## config.mk

```make
export PLATFORM = sky130hd
export DESIGN_NAME = partial_fm_engine
export DESIGN_NICKNAME = d
export VERILOG_FILES = /design/src/rtl/partial_fm_engine.sv
export SDC_FILE = /design/constraint.sdc
export NUM_CORES = 2
export LEC_CHECK = 0
export ABC_CLOCK_PERIOD_IN_PS = 84900
export CAP_MARGIN = 20
export CORE_AREA = 2 2 703 705
export DETAILED_ROUTE_END_ITERATION = 10
export DIE_AREA = 0 0 705 707
export HOLD_SLACK_MARGIN = 0.1
export PLACE_DENSITY_LB_ADDON = 0.12
export SLEW_MARGIN = 20
export SYNTH_ARGS = -nofsm -noshare
export SYNTH_HDL_FRONTEND = slang
export SYNTH_SLANG_ARGS = --single-unit
export TNS_END_PERCENT = 30
```

## constraint.sdc

```tcl
create_clock -name clk -period 84.9 [get_ports clk]
set_input_delay 12.735 -clock clk [delete_from_list [all_inputs] [get_ports clk]]
set_output_delay 12.735 -clock clk [all_outputs]
set_load 0.05 [all_outputs]
```

## src/rtl/partial_fm_engine.sv

```systemverilog
// Convolves one Q1.15 tile with NUM_K kernels in parallel, one kernel tap per cycle,
// with stride, rounding, saturation, optional ReLU and a start/done handshake.
module partial_fm_engine #(
    parameter int IP_SIZE = 6,
    parameter int K_SIZE  = 3,
    parameter int NUM_K   = 3,
    parameter int STRIDE  = 1,
    parameter int FRAC    = 15,
    parameter int ROUND   = 0
) (
    input  logic                                                         clk,
    input  logic                                                         rst,
    input  logic                                                         start,
    input  logic                                                         relu_en,
    input  logic [16*IP_SIZE*IP_SIZE-1:0]                                ipf,
    input  logic [16*NUM_K*K_SIZE*K_SIZE-1:0]                            kf,
    output logic [16*NUM_K*((IP_SIZE-K_SIZE)/STRIDE+1)*((IP_SIZE-K_SIZE)/STRIDE+1)-1:0] ik,
    output logic                                                         resting,
    output logic                                                         done
);

    localparam int OP    = (IP_SIZE - K_SIZE) / STRIDE + 1;
    localparam int KK    = K_SIZE * K_SIZE;
    localparam int ACC_W = 32 + $clog2(KK);
    localparam int RW    = (IP_SIZE > 1) ? $clog2(IP_SIZE) : 1;
    localparam int KW    = (K_SIZE > 1) ? $clog2(K_SIZE) : 1;
    localparam int OW    = (OP > 1) ? $clog2(OP) : 1;

    localparam logic signed [ACC_W-1:0] RND_ADD = (ROUND != 0) ? (ACC_W'(1) << (FRAC - 1)) : '0;
    localparam logic signed [ACC_W-1:0] SAT_MAX = ACC_W'(32767);
    localparam logic signed [ACC_W-1:0] SAT_MIN = ACC_W'(-32768);

    typedef enum logic [2:0] {
        IDLE,
        LOAD,
        MAC,
        WRITE,
        DONE
    } state_t;

    state_t state_q, state_d;

    logic signed [15:0]      ip_q    [IP_SIZE][IP_SIZE];
    logic signed [15:0]      k_q     [NUM_K][K_SIZE][K_SIZE];
    logic signed [15:0]      ikArr_q [NUM_K][OP][OP];
    logic signed [ACC_W-1:0] acc_q   [NUM_K];
    logic [RW-1:0]           winRow_q, winCol_q, tapRow_q, tapCol_q;
    logic                    reluEn_q;

    logic                    lastTap, lastWin;
    logic [RW-1:0]           ipRow, ipCol;
    logic signed [31:0]      prod    [NUM_K];
    logic signed [15:0]      result  [NUM_K];

    // Shift out the fraction, clamp to 16-bit range, then apply the optional ReLU.
    function automatic logic signed [15:0] scaleResult(input logic signed [ACC_W-1:0] acc,
                                                       input logic relu);
        logic signed [ACC_W-1:0] s;
        s = (acc + RND_ADD) >>> FRAC;
        if (s > SAT_MAX) begin
            s = SAT_MAX;
        end else if (s < SAT_MIN) begin
            s = SAT_MIN;
        end
        if (relu && s[ACC_W-1]) begin
            s = '0;
        end
        return s[15:0];
    endfunction

    assign lastTap = (tapRow_q == RW'(K_SIZE - 1)) && (tapCol_q == RW'(K_SIZE - 1));
    assign lastWin = (winRow_q == RW'(OP - 1)) && (winCol_q == RW'(OP - 1));
    assign ipRow   = RW'(winRow_q * STRIDE) + tapRow_q;
    assign ipCol   = RW'(winCol_q * STRIDE) + tapCol_q;

    always_comb begin
        for (int n = 0; n < NUM_K; n++) begin
            prod[n]   = 32'(ip_q[ipRow][ipCol]) * 32'(k_q[n][tapRow_q[KW-1:0]][tapCol_q[KW-1:0]]);
            result[n] = scaleResult(acc_q[n], reluEn_q);
        end
    end

    always_ff @(posedge clk or negedge rst) begin
        if (!rst) begin
            state_q <= IDLE;
        end else begin
            state_q <= state_d;
        end
    end

    always_comb begin
        state_d = state_q;
        resting = 1'b0;
        done    = 1'b0;
        case (state_q)
            IDLE: begin
                resting = 1'b1;
                if (start) begin
                    state_d = LOAD;
                end
            end
            LOAD:    state_d = MAC;
            MAC:     state_d = lastTap ? WRITE : MAC;
            WRITE:   state_d = lastWin ? DONE : MAC;
            DONE: begin
                done    = 1'b1;
                state_d = IDLE;
            end
            default: state_d = IDLE;
        endcase
    end

    // The tile snapshot is only ever read after LOAD, so it needs no reset.
    always_ff @(posedge clk) begin
        if (state_q == LOAD) begin
            for (int r = 0; r < IP_SIZE; r++) begin
                for (int c = 0; c < IP_SIZE; c++) begin
                    ip_q[r][c] <= ipf[16*(r*IP_SIZE+c) +: 16];
                end
            end
            for (int n = 0; n < NUM_K; n++) begin
                for (int r = 0; r < K_SIZE; r++) begin
                    for (int c = 0; c < K_SIZE; c++) begin
                        k_q[n][r][c] <= kf[16*(n*KK+r*K_SIZE+c) +: 16];
                    end
                end
            end
        end
    end

    always_ff @(posedge clk or negedge rst) begin
        if (!rst) begin
            reluEn_q <= 1'b0;
            winRow_q <= '0;
            winCol_q <= '0;
            tapRow_q <= '0;
            tapCol_q <= '0;
            for (int n = 0; n < NUM_K; n++) begin
                acc_q[n] <= '0;
                for (int r = 0; r < OP; r++) begin
                    for (int c = 0; c < OP; c++) begin
                        ikArr_q[n][r][c] <= '0;
                    end
                end
            end
        end else begin
            case (state_q)
                IDLE: begin
                    if (start) begin
                        reluEn_q <= relu_en;
                    end
                end
                LOAD: begin
                    winRow_q <= '0;
                    winCol_q <= '0;
                    tapRow_q <= '0;
                    tapCol_q <= '0;
                    for (int n = 0; n < NUM_K; n++) begin
                        acc_q[n] <= '0;
                    end
                end
                MAC: begin
                    for (int n = 0; n < NUM_K; n++) begin
                        acc_q[n] <= acc_q[n] + {{(ACC_W-32){prod[n][31]}}, prod[n]};
                    end
                    if (tapCol_q == RW'(K_SIZE - 1)) begin
                        tapCol_q <= '0;
                        tapRow_q <= (tapRow_q == RW'(K_SIZE - 1)) ? '0 : tapRow_q + 1'b1;
                    end else begin
                        tapCol_q <= tapCol_q + 1'b1;
                    end
                end
                WRITE: begin
                    for (int n = 0; n < NUM_K; n++) begin
                        ikArr_q[n][winRow_q[OW-1:0]][winCol_q[OW-1:0]] <= result[n];
                        acc_q[n] <= '0;
                    end
                    if (winCol_q == RW'(OP - 1)) begin
                        winCol_q <= '0;
                        winRow_q <= (winRow_q == RW'(OP - 1)) ? '0 : winRow_q + 1'b1;
                    end else begin
                        winCol_q <= winCol_q + 1'b1;
                    end
                end
                default: ;
            endcase
        end
    end

    always_comb begin
        ik = '0;
        for (int n = 0; n < NUM_K; n++) begin
            for (int r = 0; r < OP; r++) begin
                for (int c = 0; c < OP; c++) begin
                    ik[16*(n*OP*OP+r*OP+c) +: 16] = ikArr_q[n][r][c];
                end
            end
        end
    end

endmodule

```

---- Yosys cells after proc, flatten, opt, wreduce, memory -nomap -nowiden ----
Memory sizes are Yosys's and may differ from the RTL's.
Index checks and enable logic that the tools add are counted.
word-level totals
  input port bits ......................... 1,012
  logic and storage cells ................. 171
  bits in latches ......................... 0
  memories kept ........................... 2
  RAM bits ................................ 1,008
  flip-flop bits (word level) ............. 892
  output and inout port bits .............. 770
  ROM bits ................................ 0
cells by class
  $lt $le $gt $ge ......................... 13
  equal/unequal tests ..................... 11
  reductions and logical operators ........ 15
  shift operators ......................... 0
  divide/modulo/power cells ............... 0
  bitwise operators ....................... 5
  multiply operators ...................... 3
  muxes and demuxes ....................... 56
  add/sub/neg operators ................... 9
memory list
  name  depth  width  read ports  clocked after Yosys merged registers in  wr ports  line  RTL
  ip_q  6      96     1           0                                        6         43    logic signed [15:0] ip_q [IP_SIZE][IP_SIZE];
  k_q   3      144    3           0                                        3         44    logic signed [15:0] k_q [NUM_K][K_SIZE][K_SIZE];
operators by type and width
  operator              number
  $bwmux 256            3
  $bmux 48 s2           3
  $mux 48               6
  $mux 36               6
  $pmux 108 s2          1
  $mux 16               12
  $demux 64 s2          1
  $add 36x36->36        3
  $bmux 16 s2           3
  $mul 16x16->32        3
  $mux 64               1
  $gt 21x16->1 const B  3
  $lt 21x16->1 const B  3
  $bmux 16 s3           1
  $demux 16 s2          1
  $mux 3                8
  $pmux 3 s2            4
  $eq 3x2->1 const B    6
  $add 3x1->3 const B   4
  $ge 3x3->1 const B    4
  $not 2->3             4
  $pmux 3 s4            1
  $logic_and 1x1->1     7
  $add 3x3->3           2
  11 further kinds      22

---- Depth between registers and ports, before layout ----
  depth after elaboration ................. 10
  depth in mapped cells ................... 49
  mapped depth without buffers ............ 44

---- Worst setup path after synthesis ----
OpenSTA, ideal clock, no wires.
  path type ............................... reg2reg
  from .................................... register state_q[1]
  to ...................................... register tapCol_q[0]
  path buffers ............................ 1
  required time ........................... 84.724 ns
  setup slack ............................. 38.349 ns
  data arrival time ....................... 46.375 ns
  stages on the path, launching flop included .. 5
  cells stage by stage .................... dfrtp_1 > clkbuf_1 > nor2_1 > nor2_1 > a22o_1
on the way
  word-level cells in the longest chain between the ends .. 2
  elaborated cells between the ends (all ways) .. 4
  those cells by class .................... eq/ne (2); mux (1); reduce/logical (1)
ends and longest elaborated chain
  item                                                    line  RTL
  from (decl)                                             41    state_t state_q, state_d;
  from (signal assigned)                                  87    state_q <= state_d;
  $eq 3x2->1 / $eq 3x1->1 (equally long branches)         147   case (state_q)
  $pmux 3 s2 / $reduce_bool 2->1 (equally long branches)  -
  to (signal assigned)                                    170   tapCol_q <= tapCol_q + 1'b1;
  to (decl)                                               47    logic [RW-1:0] winRow_q, winCol_q, tapRow_q, tapCol_q;
Parallel ways exist; a longest one is shown, timed or not.
A chain may end at the register's enable or synchronous reset.

==> results by stage <==
Logic synthesis:
- The synthesized design contains 1008 enable-type register cells.
- The number of nets handed over by synthesis was 11045.
- Synthesis inferred 1900 register bits.
- For this run, the leading register cell type out of synthesis is edfxtp_1.
- The post-synthesis cell area is 105000 um2.
- After synthesis, the most frequently instantiated cells are nand2_1 (1262), o21ai_0 (1041), edfxtp_1 (1008), inv_1 (944), dfrtp_1 (892).
- The synthesized area per cell is 11.8 um2.
- For this run, asynchronously set or reset flops after synthesis account for 46.9%.
- Of the synthesized area, sequential elements account for 50.3%.
- In the synthesized netlist, the number of instances is 8878.
- The biggest area contributor in the post-synthesis netlist is edfxtp_1.
- After synthesis, the largest area contributor takes up 28.9% of total cell area.
- The dominant cell by count in the synthesized netlist is nand2_1.
- The count of warnings emitted by yosys is 0.
- The netlist uses 82 different library cells.
- Sorting the synthesized cells by area gives the leading types as edfxtp_1 (29%), dfrtp_1 (21%), fa_1 (15%).

Floorplanning:
- The die is 707 um tall.
- 1782 I/O pins were placed.
- The floorplan step defined a die boundary enclosing 498000 um2.
- For this configuration, the core starts out at a cell density of 21.3%.
- The die span in x is 705 um.
- The core region is 492000 um2.
- Row generation in the floorplan step produced 258 rows.

Clock network:
- The number of H-tree branching levels is 4.
- Counting the buffers created by CTS gives 237.
- The clock drives 1900 sinks.
- The count of cells resized by post-cts repair is 0.
- After clock tree synthesis, the clock-pin slew on the worst setup and hold paths is 0.06 ns.
- In this run, post-CTS hold repair placed 0 buffers.
- The source-to-sink clock delay at the later pin of the worst-skew pair is 1.00 ns.
- The CTS tree is done.
- The maximum count of clock buffers along a single path is 4.
- The post-CTS repair timing setup buffer count is 0.
- Clock tree synthesis selected as its root buffer the cell clkbuf_16.

STA:
- The worst pin sits at a relative slew slack of 25.5%.
- The clock arrives with 0.143 ns of skew.
- The final count of pins violating max slew came to 0.
- The setup TNS after final layout is 0 ns.
- The final cycle utilization of the critical path is 18.9%.
- Setup repair after global routing left no endpoint under its margin.
- At the pin with the least slew margin, the transition time is 1.11 ns.
- Setup violations remaining at the end of the flow were counted as 0.
- The worst path needs 16.03 ns of the cycle, external delays included.
- The final number of hold-violating endpoints came to 0.
- The achievable frequency is 0.0624 GHz.

Power and ir drop:
- Power spread over the standard cell area amounts to 15.4 nW/um2.
- The switching fraction of total power is 23.7%.
- The maximum vdd ir drop is 0.0180 mV.
- The static leakage power is 55.7 nW.
- For this design the total switching power over the nets is 0.000505 W.
- The overall power consumption is 0.00213 W.
- Per report_power, the sequential group accounts for 46.4% of the total.
- The share of total power dissipated in the clock network is 47.5%.
- Combinational logic burns 6.1% of the power.
- The internal power of the cells totals 0.00163 W.

Final layout:
- The post-synthesis to final-layout area growth is 32.7%.
- The final net count is 12761.
- In the final layout, the share of cells above drive strength 1 is 8.20%.
- After filler insertion, the fill cell instance count of the layout stands at 50856.

Critical path:
- The largest fanout of any net on the critical path is 139.
- The worst endpoint data arrival time is 16.92 ns.
- STA puts the critical path data required time at 85.79 ns.
- The critical path launch point type is a primary input.
- The startpoint-to-endpoint class of the critical path is primary input to asynchronous set/reset pin.
- The worst setup path is captured at an asynchronous set/reset pin.

Status:
- The run finished with clean final reports.

Placed design:
- The congestion estimate from routability-driven global placement came to 0.832.
- The estimated wirelength of the detail-placed design is 359000 um.
- In this run the tool buffered the top-level ports with 1781 buffer cells.

Job:
- Max-cap violations in this run came to 0.

Route:
- The number of routed nets with antenna violations is 0.
- The routed length per placed instance is 26.7 um.
- The number of remaining DRC errors is 0.
- The number of DRC markers in iteration 0 is 4721.
- The number of iterations in the first detailed-routing pass is 7.
- After detailed routing, the wire length on met1 is 192000 um.
- In the routed layout, each cell is associated on average with a via count of 4.26.
- Wire segments on met3 add up to 28700 um in the final route.
- The via count of the routed design is 73883.
- The total met2 wirelength after detailed routing is 231000 um.
- The highest metal layer with signal wires is met5.
- The sum of routed wire length over all layers is 463000 um.

GRT:
- The maximum number of pins on one net before global-route repair is 142.
- The first global-routing pass estimated 636000 um of wire.
- The initial antenna violation count was 253.
- For this run the aggregate overflow at the end of global routing stands at 0.
- The number of global-route vias before repair is 77274.
- The all-layer global routing usage is 18.1%.

Worst hold path:
- In this run the worst hold path is classified as register to register.
[state kept, by name, summed over array words and instances (netlist names), 108 cells and up]
signal and cells:
ik 768, ip_q 576, k_q 432, acc_q 108
[layout by cell type (no fill, tap or decap), types with 17 or more instances in the layout]
cell	synthesis	final
clkdlybuf4s50_1	0	1780
nand2_1	1262	1245
o21ai_0	1041	1033
edfxtp_1	1008	1008
inv_1	944	944
dfrtp_1	892	888
fa_1	794	793
nor2_1	515	512
ha_1	361	359
clkbuf_16	0	238
mux4_2	191	191
a21oi_1	233	176
buf_4	0	166
mux2i_1	125	123
xnor2_1	118	116
nand3_1	105	105
nor2b_1	88	88
a21o_1	77	77
nand2b_1	74	73
xor2_1	61	60
clkbuf_1	420	54
a211oi_1	50	50
diode_2	0	49
a21oi_4	0	42
clkinv_2	0	38
nor3_1	36	36
clkinv_1	3	35
clkbuf_8	0	32
and2_1	30	30
o21a_1	35	28
a22o_1	26	26
o21bai_1	24	24
and3_1	24	24
mux2_2	23	23
a221o_1	21	21
or2_2	18	17
a31oi_1	17	17
[cells by family after synthesis]
logic type	count (synthesis)	share of synthesized area [%]
mux	339	5.56
simple gates	2214	8.88
buf+inv	1424	5.16
flops	1900	50.3
xor+xnor	180	1.52
fa+ha+maj	1155	19.5
compound gates	1666	9.10
[area by class of cell]
class,count,area (um2),share of cell area (%)
inverter,947,3550,2.56
multi-input combinational,5554,47500,34.2
sequential,1900,52600,37.9
antenna,49,123,0.0883
tap,6500,8130,5.86
clock inverter,113,1140,0.822
clock buffer,324,6600,4.75
timing repair buffer,1954,19200,13.8
[metrics by stage]
stage | hold WS (ns) | utilization [%] | std cells | instance area, um2 | setup slack (ns)
floorplan | 0.455 | - | 8878 | 105000 | 38.35
global placement | 0.462 | 26.6 | 16852 | 131000 | 67.72
detailed placement | 0.469 | 26.6 | 16853 | 131000 | 67.59
CTS | 0.482 | 28.2 | 17290 | 139000 | 68.60
global route | 0.497 | 28.2 | 17307 | 139000 | 68.19
finish | 0.476 | 28.2 | 17341 | 139000 | 68.87
[worst paths after layout]
| path | from | end | slack [ns] | depth (start not counted) |
|---|---|---|---|---|
| min | ik[149]$_DFFE_PN0P_ | ik[149]$_DFFE_PN0P_ | 0.48 | 2 |
| max | rst | ik[703]$_DFFE_PN0P_ | 68.87 | 6 |
| max in group clk | state_q[1]$_DFFE_PN0P_ | done | 68.90 | 3 |
| min reg2reg | ik[149]$_DFFE_PN0P_ | ik[149]$_DFFE_PN0P_ | 0.48 | 2 |
| min in group asynchronous | rst | ik[281]$_DFFE_PN0P_ | 11.77 | 1 |
| max reg2reg | tapRow_q[1]$_DFFE_PN0P_ | acc_q[35]$_DFFE_PN0P_ | 70.38 | 42 |
[worst max-delay path, cell delays in order]
cell    delay, ns
buf_8        0.45
buf_12       0.62
buf_4        0.63
buf_4        0.60
buf_4        0.75
buf_4        0.84
[power groups by stage]
| stage | combinational (W) | clock, W | sequential [W] |
|---|---|---|---|
| floorplan | 0.00000640 | 0 | 0.00104 |
| global placement | 0.000131 | 0 | 0.00101 |
| detailed placement | 0.000132 | 0 | 0.00101 |
| CTS | 0.000132 | 0.00105 | 0.000989 |
| global route | 0.000137 | 0.00108 | 0.000990 |
| finish | 0.000130 | 0.00101 | 0.000989 |
[layer usage]
metal / vias up / GRT usage, %
met4: 140 / 3.45
met5: - / 0
met3: 738 / 4.37
met2: 2295 / 31.9
met1: 37211 / 22.5
li1: 33499 / -
(Power assumes the default switching activity.)
